==> src/rtl/cnn_pkg.sv <==
// rtl/cnn_pkg.sv - shared types and defaults for the argmax classifier stage
package cnn_pkg;

  localparam int ACC_WIDTH_DEF = 24;
  localparam int IN_SIZE_DEF   = 10;

  typedef enum logic [2:0] {
    S_IDLE,
    S_CLR,
    S_START,
    S_FETCH,
    S_DRAIN,
    S_WAIT,
    S_HOLD
  } sched_state_e;

endpackage

==> src/rtl/argmax_sched_wdog.sv <==
// rtl/argmax_sched_wdog.sv - up-counter with clear; tc_o flags the increment that reaches TIMEOUT
module argmax_sched_wdog #(
  parameter  int TIMEOUT = 16,
  localparam int CW      = $clog2(TIMEOUT + 1)
) (
  input  logic clk,
  input  logic reset,
  input  logic clr_i,
  input  logic en_i,
  output logic tc_o
);

  logic [CW-1:0] cnt_q, cnt_d;

  assign tc_o = en_i && (cnt_q == CW'(TIMEOUT - 1));

  always_comb begin
    cnt_d = cnt_q;
    if (clr_i) begin
      cnt_d = '0;
    end else if (en_i && (cnt_q != CW'(TIMEOUT))) begin
      cnt_d = cnt_q + CW'(1);
    end
  end

  always_ff @(posedge clk or negedge reset) begin
    if (!reset) begin
      cnt_q <= '0;
    end else begin
      cnt_q <= cnt_d;
    end
  end

endmodule

==> src/rtl/argmax_frame_sched.sv <==
// rtl/argmax_frame_sched.sv - frame sequencer between the logit buffer and the argmax unit
// Optional ARGMAX_SCHED_STATS_EN adds frame_cnt/err_cnt outputs.
module argmax_frame_sched
  import cnn_pkg::*;
#(
  parameter  int ACC_WIDTH = ACC_WIDTH_DEF,
  parameter  int IN_SIZE   = IN_SIZE_DEF,
  parameter  int TIMEOUT   = 16,
  localparam int IDX_W     = $clog2(IN_SIZE)
) (
  input  logic                 clk,
  input  logic                 reset,
  input  logic                 frame_req,
  output logic                 frame_ack,
  output logic                 mem_rd_en,
  output logic [IDX_W-1:0]     mem_rd_addr,
  input  logic [ACC_WIDTH-1:0] mem_rd_data,
  output logic                 am_clr,
  output logic                 am_start,
  output logic                 am_valid,
  output logic                 am_ready,
  output logic [ACC_WIDTH-1:0] am_logit,
  output logic [IDX_W-1:0]     am_idx,
  input  logic                 am_done,
  input  logic [IDX_W-1:0]     am_class,
  output logic                 res_valid,
  input  logic                 res_ready,
  output logic [IDX_W-1:0]     res_class,
  output logic                 res_err,
  output logic                 busy
`ifdef ARGMAX_SCHED_STATS_EN
  ,
  output logic [15:0]          frame_cnt,
  output logic [7:0]           err_cnt
`endif
);

  localparam logic [IDX_W-1:0] LAST_ADDR = IDX_W'(IN_SIZE - 1);

  sched_state_e     state_q, state_d;
  logic [IDX_W-1:0] addr_q, addr_d;
  logic [IDX_W-1:0] am_idx_q;
  logic             am_valid_q;
  logic [IDX_W-1:0] res_class_q, res_class_d;
  logic             res_err_q, res_err_d;
  logic             wd_tc;

  argmax_sched_wdog #(.TIMEOUT(TIMEOUT)) u_wdog (
    .clk   (clk),
    .reset (reset),
    .clr_i (state_q == S_DRAIN),
    .en_i  (state_q == S_WAIT),
    .tc_o  (wd_tc)
  );

  always_comb begin
    state_d     = state_q;
    addr_d      = addr_q;
    res_class_d = res_class_q;
    res_err_d   = res_err_q;
    case (state_q)
      S_IDLE:  if (frame_req) state_d = S_CLR;
      S_CLR:   state_d = S_START;
      S_START: state_d = S_FETCH;
      S_FETCH: begin
        // addr returns to 0 so mem_rd_addr/am_idx idle at zero between frames
        if (addr_q == LAST_ADDR) begin
          addr_d  = '0;
          state_d = S_DRAIN;
        end else begin
          addr_d = addr_q + IDX_W'(1);
        end
      end
      S_DRAIN: state_d = S_WAIT;
      S_WAIT: begin
        if (am_done) begin
          res_class_d = am_class;
          res_err_d   = 1'b0;
          state_d     = S_HOLD;
        end else if (wd_tc) begin
          res_class_d = '0;
          res_err_d   = 1'b1;
          state_d     = S_HOLD;
        end
      end
      S_HOLD:  if (res_ready) state_d = S_IDLE;
      default: state_d = S_IDLE;
    endcase
  end

  always_ff @(posedge clk or negedge reset) begin
    if (!reset) begin
      state_q     <= S_IDLE;
      addr_q      <= '0;
      am_idx_q    <= '0;
      am_valid_q  <= 1'b0;
      res_class_q <= '0;
      res_err_q   <= 1'b0;
    end else begin
      state_q     <= state_d;
      addr_q      <= addr_d;
      am_idx_q    <= addr_q;
      am_valid_q  <= (state_q == S_FETCH);
      res_class_q <= res_class_d;
      res_err_q   <= res_err_d;
    end
  end

  assign frame_ack   = (state_q == S_DRAIN);
  assign mem_rd_en   = (state_q == S_FETCH);
  assign mem_rd_addr = addr_q;
  assign am_clr      = (state_q == S_CLR);
  assign am_start    = (state_q == S_START);
  assign am_valid    = am_valid_q;
  assign am_ready    = am_valid_q;
  assign am_logit    = am_valid_q ? mem_rd_data : '0;
  assign am_idx      = am_idx_q;
  assign res_valid   = (state_q == S_HOLD);
  assign res_class   = res_class_q;
  assign res_err     = res_err_q;
  assign busy        = (state_q != S_IDLE);

`ifdef ARGMAX_SCHED_STATS_EN
  logic [15:0] frame_cnt_q;
  logic [7:0]  err_cnt_q;
  logic        res_hs;

  assign res_hs = (state_q == S_HOLD) && res_ready;

  always_ff @(posedge clk or negedge reset) begin
    if (!reset) begin
      frame_cnt_q <= '0;
      err_cnt_q   <= '0;
    end else if (res_hs) begin
      frame_cnt_q <= frame_cnt_q + 16'd1;
      if (res_err_q && (err_cnt_q != 8'hFF)) err_cnt_q <= err_cnt_q + 8'd1;
    end
  end

  assign frame_cnt = frame_cnt_q;
  assign err_cnt   = err_cnt_q;
`endif

endmodule

==> config.mk <==
export PLATFORM = sky130hd
export DESIGN_NAME = argmax_frame_sched
export DESIGN_NICKNAME = d
export VERILOG_FILES = /design/src/rtl/cnn_pkg.sv /design/src/rtl/argmax_sched_wdog.sv /design/src/rtl/argmax_frame_sched.sv
export SDC_FILE = /design/constraint.sdc
export NUM_CORES = 1
export LEC_CHECK = 0
export BUFFER_PORTS_ARGS = -buffer_cell sky130_fd_sc_hd__buf_2
export CORE_ASPECT_RATIO = 0.8
export CORE_MARGIN = 8
export CORE_UTILIZATION = 37
export DETAILED_ROUTE_END_ITERATION = 6
export GPL_TIMING_DRIVEN = 0
export PLACE_DENSITY = 0.74
export SLEW_MARGIN = 20
export SYNTH_ARGS = -nofsm -noshare
export SYNTH_HDL_FRONTEND = slang
export SYNTH_SLANG_ARGS = --single-unit
==> constraint.sdc <==
create_clock -name clk -period 1.4 [get_ports clk]
set_input_delay 0.28 -clock clk [delete_from_list [all_inputs] [get_ports clk]]
set_output_delay 0.28 -clock clk [all_outputs]
set_load 0.01 [all_outputs]
==> Yosys cells after proc, flatten, opt, wreduce, memory -nomap -nowiden <==
Index checks and enable logic that the tools add are counted.
{ "word_totals": {"register_bits": 22, "latch_bits": 0, "mem_bits_rw": 0, "mem_bits_ro": 0, "input_bits": 33, "output_inout_bits": 45, "n_memories": 0} }
{ "classes": {"n_addsub": 2, "n_mul": 0, "div_mod_pow": 0, "magnitude_cmp": 0, "n_eq_ne": 13, "shifts": 0, "n_mux": 14, "bitwise": 0, "reduce_logical": 8} }
{ "ops": {"columns": ["op", "n"], "rows": [
  ["$mux W24", 1],
  ["$pmux W3 S7", 1],
  ["$mux W3", 5],
  ["$mux W4", 3],
  ["$mux W5", 2],
  ["$eq A3 B3 Y1 const B", 3],
  ["$eq A3 B2 Y1 const B", 2],
  ["$add A5 B1 Y5 const B", 1],
  ["$eq A5 B4 Y1 const B", 1],
  ["$ne A5 B5 Y1 const B", 1],
  ["$add A4 B1 Y4 const B", 1],
  ["$eq A4 B4 Y1 const B", 1],
  ["$ne A2 B1 Y1 const B", 2],
  ["$reduce_and A4 Y1", 1],
  ["$reduce_bool A2 Y1", 2],
  ["$eq A3 B1 Y1 const B", 1],
  ["$logic_not A3 Y1", 1],
  ["$ne A3 B3 Y1 const B", 1],
  ["$reduce_bool A3 Y1", 1],
  ["$logic_and A1 B1 Y1", 2],
  ["$mux W1", 2],
  ["$ne A2 B2 Y1 const B", 1],
  ["$reduce_and A2 Y1", 1]
]} }

==> Depth between registers and ports, before layout <==
{ "depth": {"depth_word": 5, "depth_mapped": 6, "depth_no_buf": 6} }

==> Modules after synthesis <==
A second synthesis with hierarchy kept.
{ "unflattened": {"cells_unflattened": 118, "hier_area_um2": 1214.9} }
{ "modules_own_cells": {"columns": ["module", "n_inst", "cells_each", "area_each_um2", "seq_area_each_um2"], "rows": [
  ["argmax_frame_sched", 1, 88, 908.4, 425.4],
  ["argmax_sched_wdog", 1, 30, 306.5, 125.1]
]} }

==> Least setup slack after synthesis <==
No wires, ideal clock.
{ "synth_timing": {"path_kind": "reg-to-reg", "start": "register u_wdog.cnt_q[0]", "end": "register state_q[1]", "setup_ps": 129, "arrival_ps": 1348, "path_slack_ps": -77, "path_stages_with_launch": 7, "n_path_buf": 0, "cell_sequence": "dfrtp_1 ha_1 and3_1 ha_1 o21a_1 o21ai_0 o31ai_1"} }
{ "synth_via": {"elab_chain_len": 4} }
{ "synth_rtl": {"columns": ["element", "line", "text"], "rows": [
  ["from (decl)", "argmax_sched_wdog.sv:13", "logic [CW-1:0] cnt_q, cnt_d;"],
  ["from (signal assigned)", "argmax_sched_wdog.sv:30", "cnt_q <= cnt_d;"],
  ["$eq A5 B4 Y1", "argmax_sched_wdog.sv:15", "assign tc_o = en_i && (cnt_q == CW'(TIMEOUT - 1));"],
  ["$logic_and A1 B1 Y1", "argmax_sched_wdog.sv:15", null],
  ["$ne A3 B3 Y1 (no source line)", null, null],
  ["$reduce_and A4 Y1 (no source line)", null, null],
  ["to (signal assigned)", "argmax_frame_sched.sv:100", "state_q <= state_d;"],
  ["to (decl)", "argmax_frame_sched.sv:40", "sched_state_e state_q, state_d;"]
]} }
No other way between the ends.
A chain may end at the register's enable or synchronous reset.

==> Worst setup path in the final report <==
{ "layout_timing": {"start": "register state_q[2]", "end": "output port busy"} }
{ "layout_via": {"elab_chain_len": 1} }
{ "layout_rtl": {"columns": ["element", "line", "text"], "rows": [
  ["$reduce_bool A3 Y1", "argmax_frame_sched.sv:121", "assign busy = (state_q != S_IDLE);"],
  ["to (decl)", "argmax_frame_sched.sv:30", "output logic busy"]
]} }
No other way between the ends.

==> results.md <==
- Clock skew: 0.00416 ns
- Synth area leader: dfrtp_1
- Leakage: 1.13 nW
- IO Pins: 78
- ANT nets after route: 0
- Cell count after synthesis: 121
- Yosys warns: 0
- Flop-to-flop setup slack: -0.08 ns
- DRT Pass-1 Iters: 4
- Yosys cell types: 37
- Storage cell area: 553 µm²
- First-iteration detailed-routing DRC count: 91
- Area fraction of the dominant cell type after synthesis: 45.8%
- Critical path class: reg2out
- Number of global-route vias before repair: 1169
- Area Overhead vs Synth: 89.5%
- Initial antenna violation count: 0
- Register-to-Register Path Depth: 5
- Crit Path Max Fanout: 5
- Setup TNS: -1.73 ns
- Slowest CP cell: dfrtp_1
- Multi-input logic area: 746 µm²
- Final count of pins violating max slew: 0
- Critical path capture point type: output pin
- Layout cells sized above 1: 68.9%
- Peak Freq: 637 MHz
- Hold-critical path depth: 2
- Worst slew margin: 67.7%
- Inst Count DP: 238
- Final WS setup: -0.171 ns
- Largest net degree at the start of global routing: 23
- Yosys reg bits: 22
- Grt ovf: 0
- Reg clk slew, reported paths: 0.08 ns
- H-tree levels: 1
- Mapped Area: 1200 µm²
- GRT Util Overall: 14.1%
- Chip width: 79.7 µm
- Fin cells: 265
- FFs w/ async S/R, synth: 100%
- RSZ-0062 raised after global routing: true
- First-pass GRT wire length: 5.94 mm
- Tot Pwr: 4.05 mW
- Maximum vdd ir drop: 0.00122 V
- Final WL: 4.46 mm
- DIE AREA: 5340 µm²
- Max-Cap Viols: 0
- Crit share post-route: 112%
- Total CTS buffers: 3
- Core area: 3090 µm²
- Area post-placement: 1660 µm²
- Final setup violation count: 36
- Slew @ Worst Pin: 0.485 ns
- Final Hold Fails: 0
- Critical Path Stages: 3
- Critical path's top delay family: flip-flops
- PD cells: 1780 nW/µm²
- HP Class: in2reg
- Remaining DRCs: 0
- Required @ worst endpoint: 1.12 ns
- CTS tree: built
- WP data arrival: 1.29 ns
- I/O Buffers: 77
- Max clock buf depth: 2
- Fin crit period: 1.57 ns
- Final Cell Area: 2280 µm²
- Routed len/inst: 16.8 µm
- Register area share after synthesis: 45.8%
- Clk_lat worst skew: 0.26 ns
- Failing checks: negative setup slack
- Root Driver: clkbuf_8
- Die Ht: 67.0 µm
- Syn_nets: 157
- N_diodes: 0
- Std-Cell Rows: 18
- Initial Utilization: 39.0%
- Ys flop type: dfrtp_1
- DP Wirelength: 2.82 mm
- Synth top area cells: dfrtp_1 46%, and2_1 12%, a22o_1 4.4%, ha_1 3.1%, o21ai_0 2.9%
- Worst Path Buf+Inv: 2
- Slowest stage delay, CP: 0.40 ns
- Critical path cell sequence: buf_6 > or3_1 > buf_2
- Drt via density: 4.94
- Clock Sink Count: 22
- Status: finished, violations left
- GP Congestion: 0.730
- Via count: 1310
- Fillcell total: 197
- Startpoint Class: flop
- Synth cell count leaders: 24 x and2_1, 22 x dfrtp_1, 8 x nand2_1, 7 x o21ai_0, 6 x a22o_1
- Top-count cell post-synth: and2_1
- Nets: 262
- Number of synthesized flops with an enable pin: 0
- Syn avg cell area: 9.94 µm²
## worst paths after layout
check                           startpoint               to
setup / recovery                state_q[2]             busy
hold / removal                 am_class[2]     res_class[2]
setup reg to reg           u_wdog.cnt_q[0]     res_class[0]
hold reg to reg             mem_rd_addr[3]        am_idx[3]
max in group asynchronous            reset         am_ready
min in group asynchronous            reset  u_wdog.cnt_q[4]
## through the flow
| stage | hold slack [ns] | utilization (%) | setup WS, ns |
|---|---|---|---|
| final | 0.244 | 73.8 | -0.171 |
| after global routing | 0.236 | 73.8 | -0.213 |
| after CTS | 0.232 | 63.1 | -0.170 |
| after detailed placement | 0.269 | 53.7 | -0.138 |
| after global placement | 0.267 | 53.7 | -0.137 |
| after floorplan | -0.0156 | - | 0.0000693 |
## cell type report
type	count	share of cell area, %
clock inverter	1	1.32
inverter	4	0.659
clock buffer	3	1.81
tap	40	2.20
timing repair buffer	102	33.7
multi-input combinational	87	32.7
sequential	22	24.3
buffer	6	3.29
## registers in the layout, summed over array words and instances (netlist names)
name,count
am_ready,1
res_err,1
state_q,3
mem_rd_addr,4
res_class,4
u_wdog.cnt_q,5
am_idx,4
## metal layers
| layer | vias to the layer above | global-route usage [%] | routed length [µm] | part of all wire (%) |
|---|---|---|---|---|
| met5 | - | 0 | 0 | 0 |
| met4 | 0 | 4.07 | 52 | 1.2 |
| met3 | 6 | 3.49 | 280 | 6.3 |
| met2 | 46 | 24.1 | 2370 | 53 |
| met1 | 626 | 17.3 | 1750 | 39 |
| li1 | 632 | - | - | - |
## power breakdown
group          leakage, nW  internal [mW]  switching (mW)  total [mW]
Clock               0.0357          0.382           0.211       0.593
Combinational        0.834           1.41           0.989        2.40
Sequential           0.264          0.844           0.219        1.06
Total                 1.13           2.63            1.42        4.05
## repair_timing
action | CTS | global route
endpoints found under the hold margin | 22 | 0
hold buffers | 1 | 0
buffers inserted | 16 | 6
setup endpoints to repair | 32 | 43
cloned | 0 | 2
pin swaps | 5 | 7
gates resized for setup | 23 | 65
## cells by family (layout without fill, tap and decap cells)
group	Yosys count	in the layout	share of synthesized area (%)
buffers and inverters	12	116	4.58
AND/OR/NAND/NOR	59	59	31.3
flip-flops	22	22	45.8
multiplexers	1	1	0.936
adder cells (fa/ha/maj)	3	3	3.12
XOR/XNOR	2	2	1.46
AO/OA/AOI/OAI	22	22	12.8
## cells in the final DEF (no fill, tap or decap), drive strengths merged
| cell | synthesis | final |
|---|---|---|
| nand2 | 8 | 8 |
| and4b | 1 | 1 |
| nor2b | 3 | 3 |
| o21a | 1 | 1 |
| or4b | 1 | 1 |
| o211ai | 1 | 1 |
| nand3 | 3 | 3 |
| nand2b | 3 | 3 |
| a22o | 6 | 6 |
| and3 | 2 | 2 |
| and2 | 24 | 24 |
| o31ai | 1 | 1 |
| nor2 | 4 | 4 |
| nand4b | 1 | 1 |
| xnor2 | 1 | 1 |
| dfrtp | 22 | 22 |
| o32ai | 1 | 1 |
| nor4b | 1 | 1 |
| bufinv | 0 | 1 |
| o221ai | 2 | 2 |
| o21ai | 8 | 8 |
| and3b | 1 | 1 |
| dlygate4sd3 | 0 | 1 |
| clkbuf | 2 | 5 |
| nand4bb | 1 | 1 |
| inv | 4 | 4 |
| buf | 6 | 105 |
| or3 | 1 | 1 |
| nand4 | 3 | 3 |
| ha | 3 | 3 |
| xor2 | 1 | 1 |
| mux2 | 1 | 1 |
| a31oi | 1 | 1 |
| nor3b | 2 | 2 |
| o22ai | 1 | 1 |
Note: power is estimated with default switching activity, not from simulation.
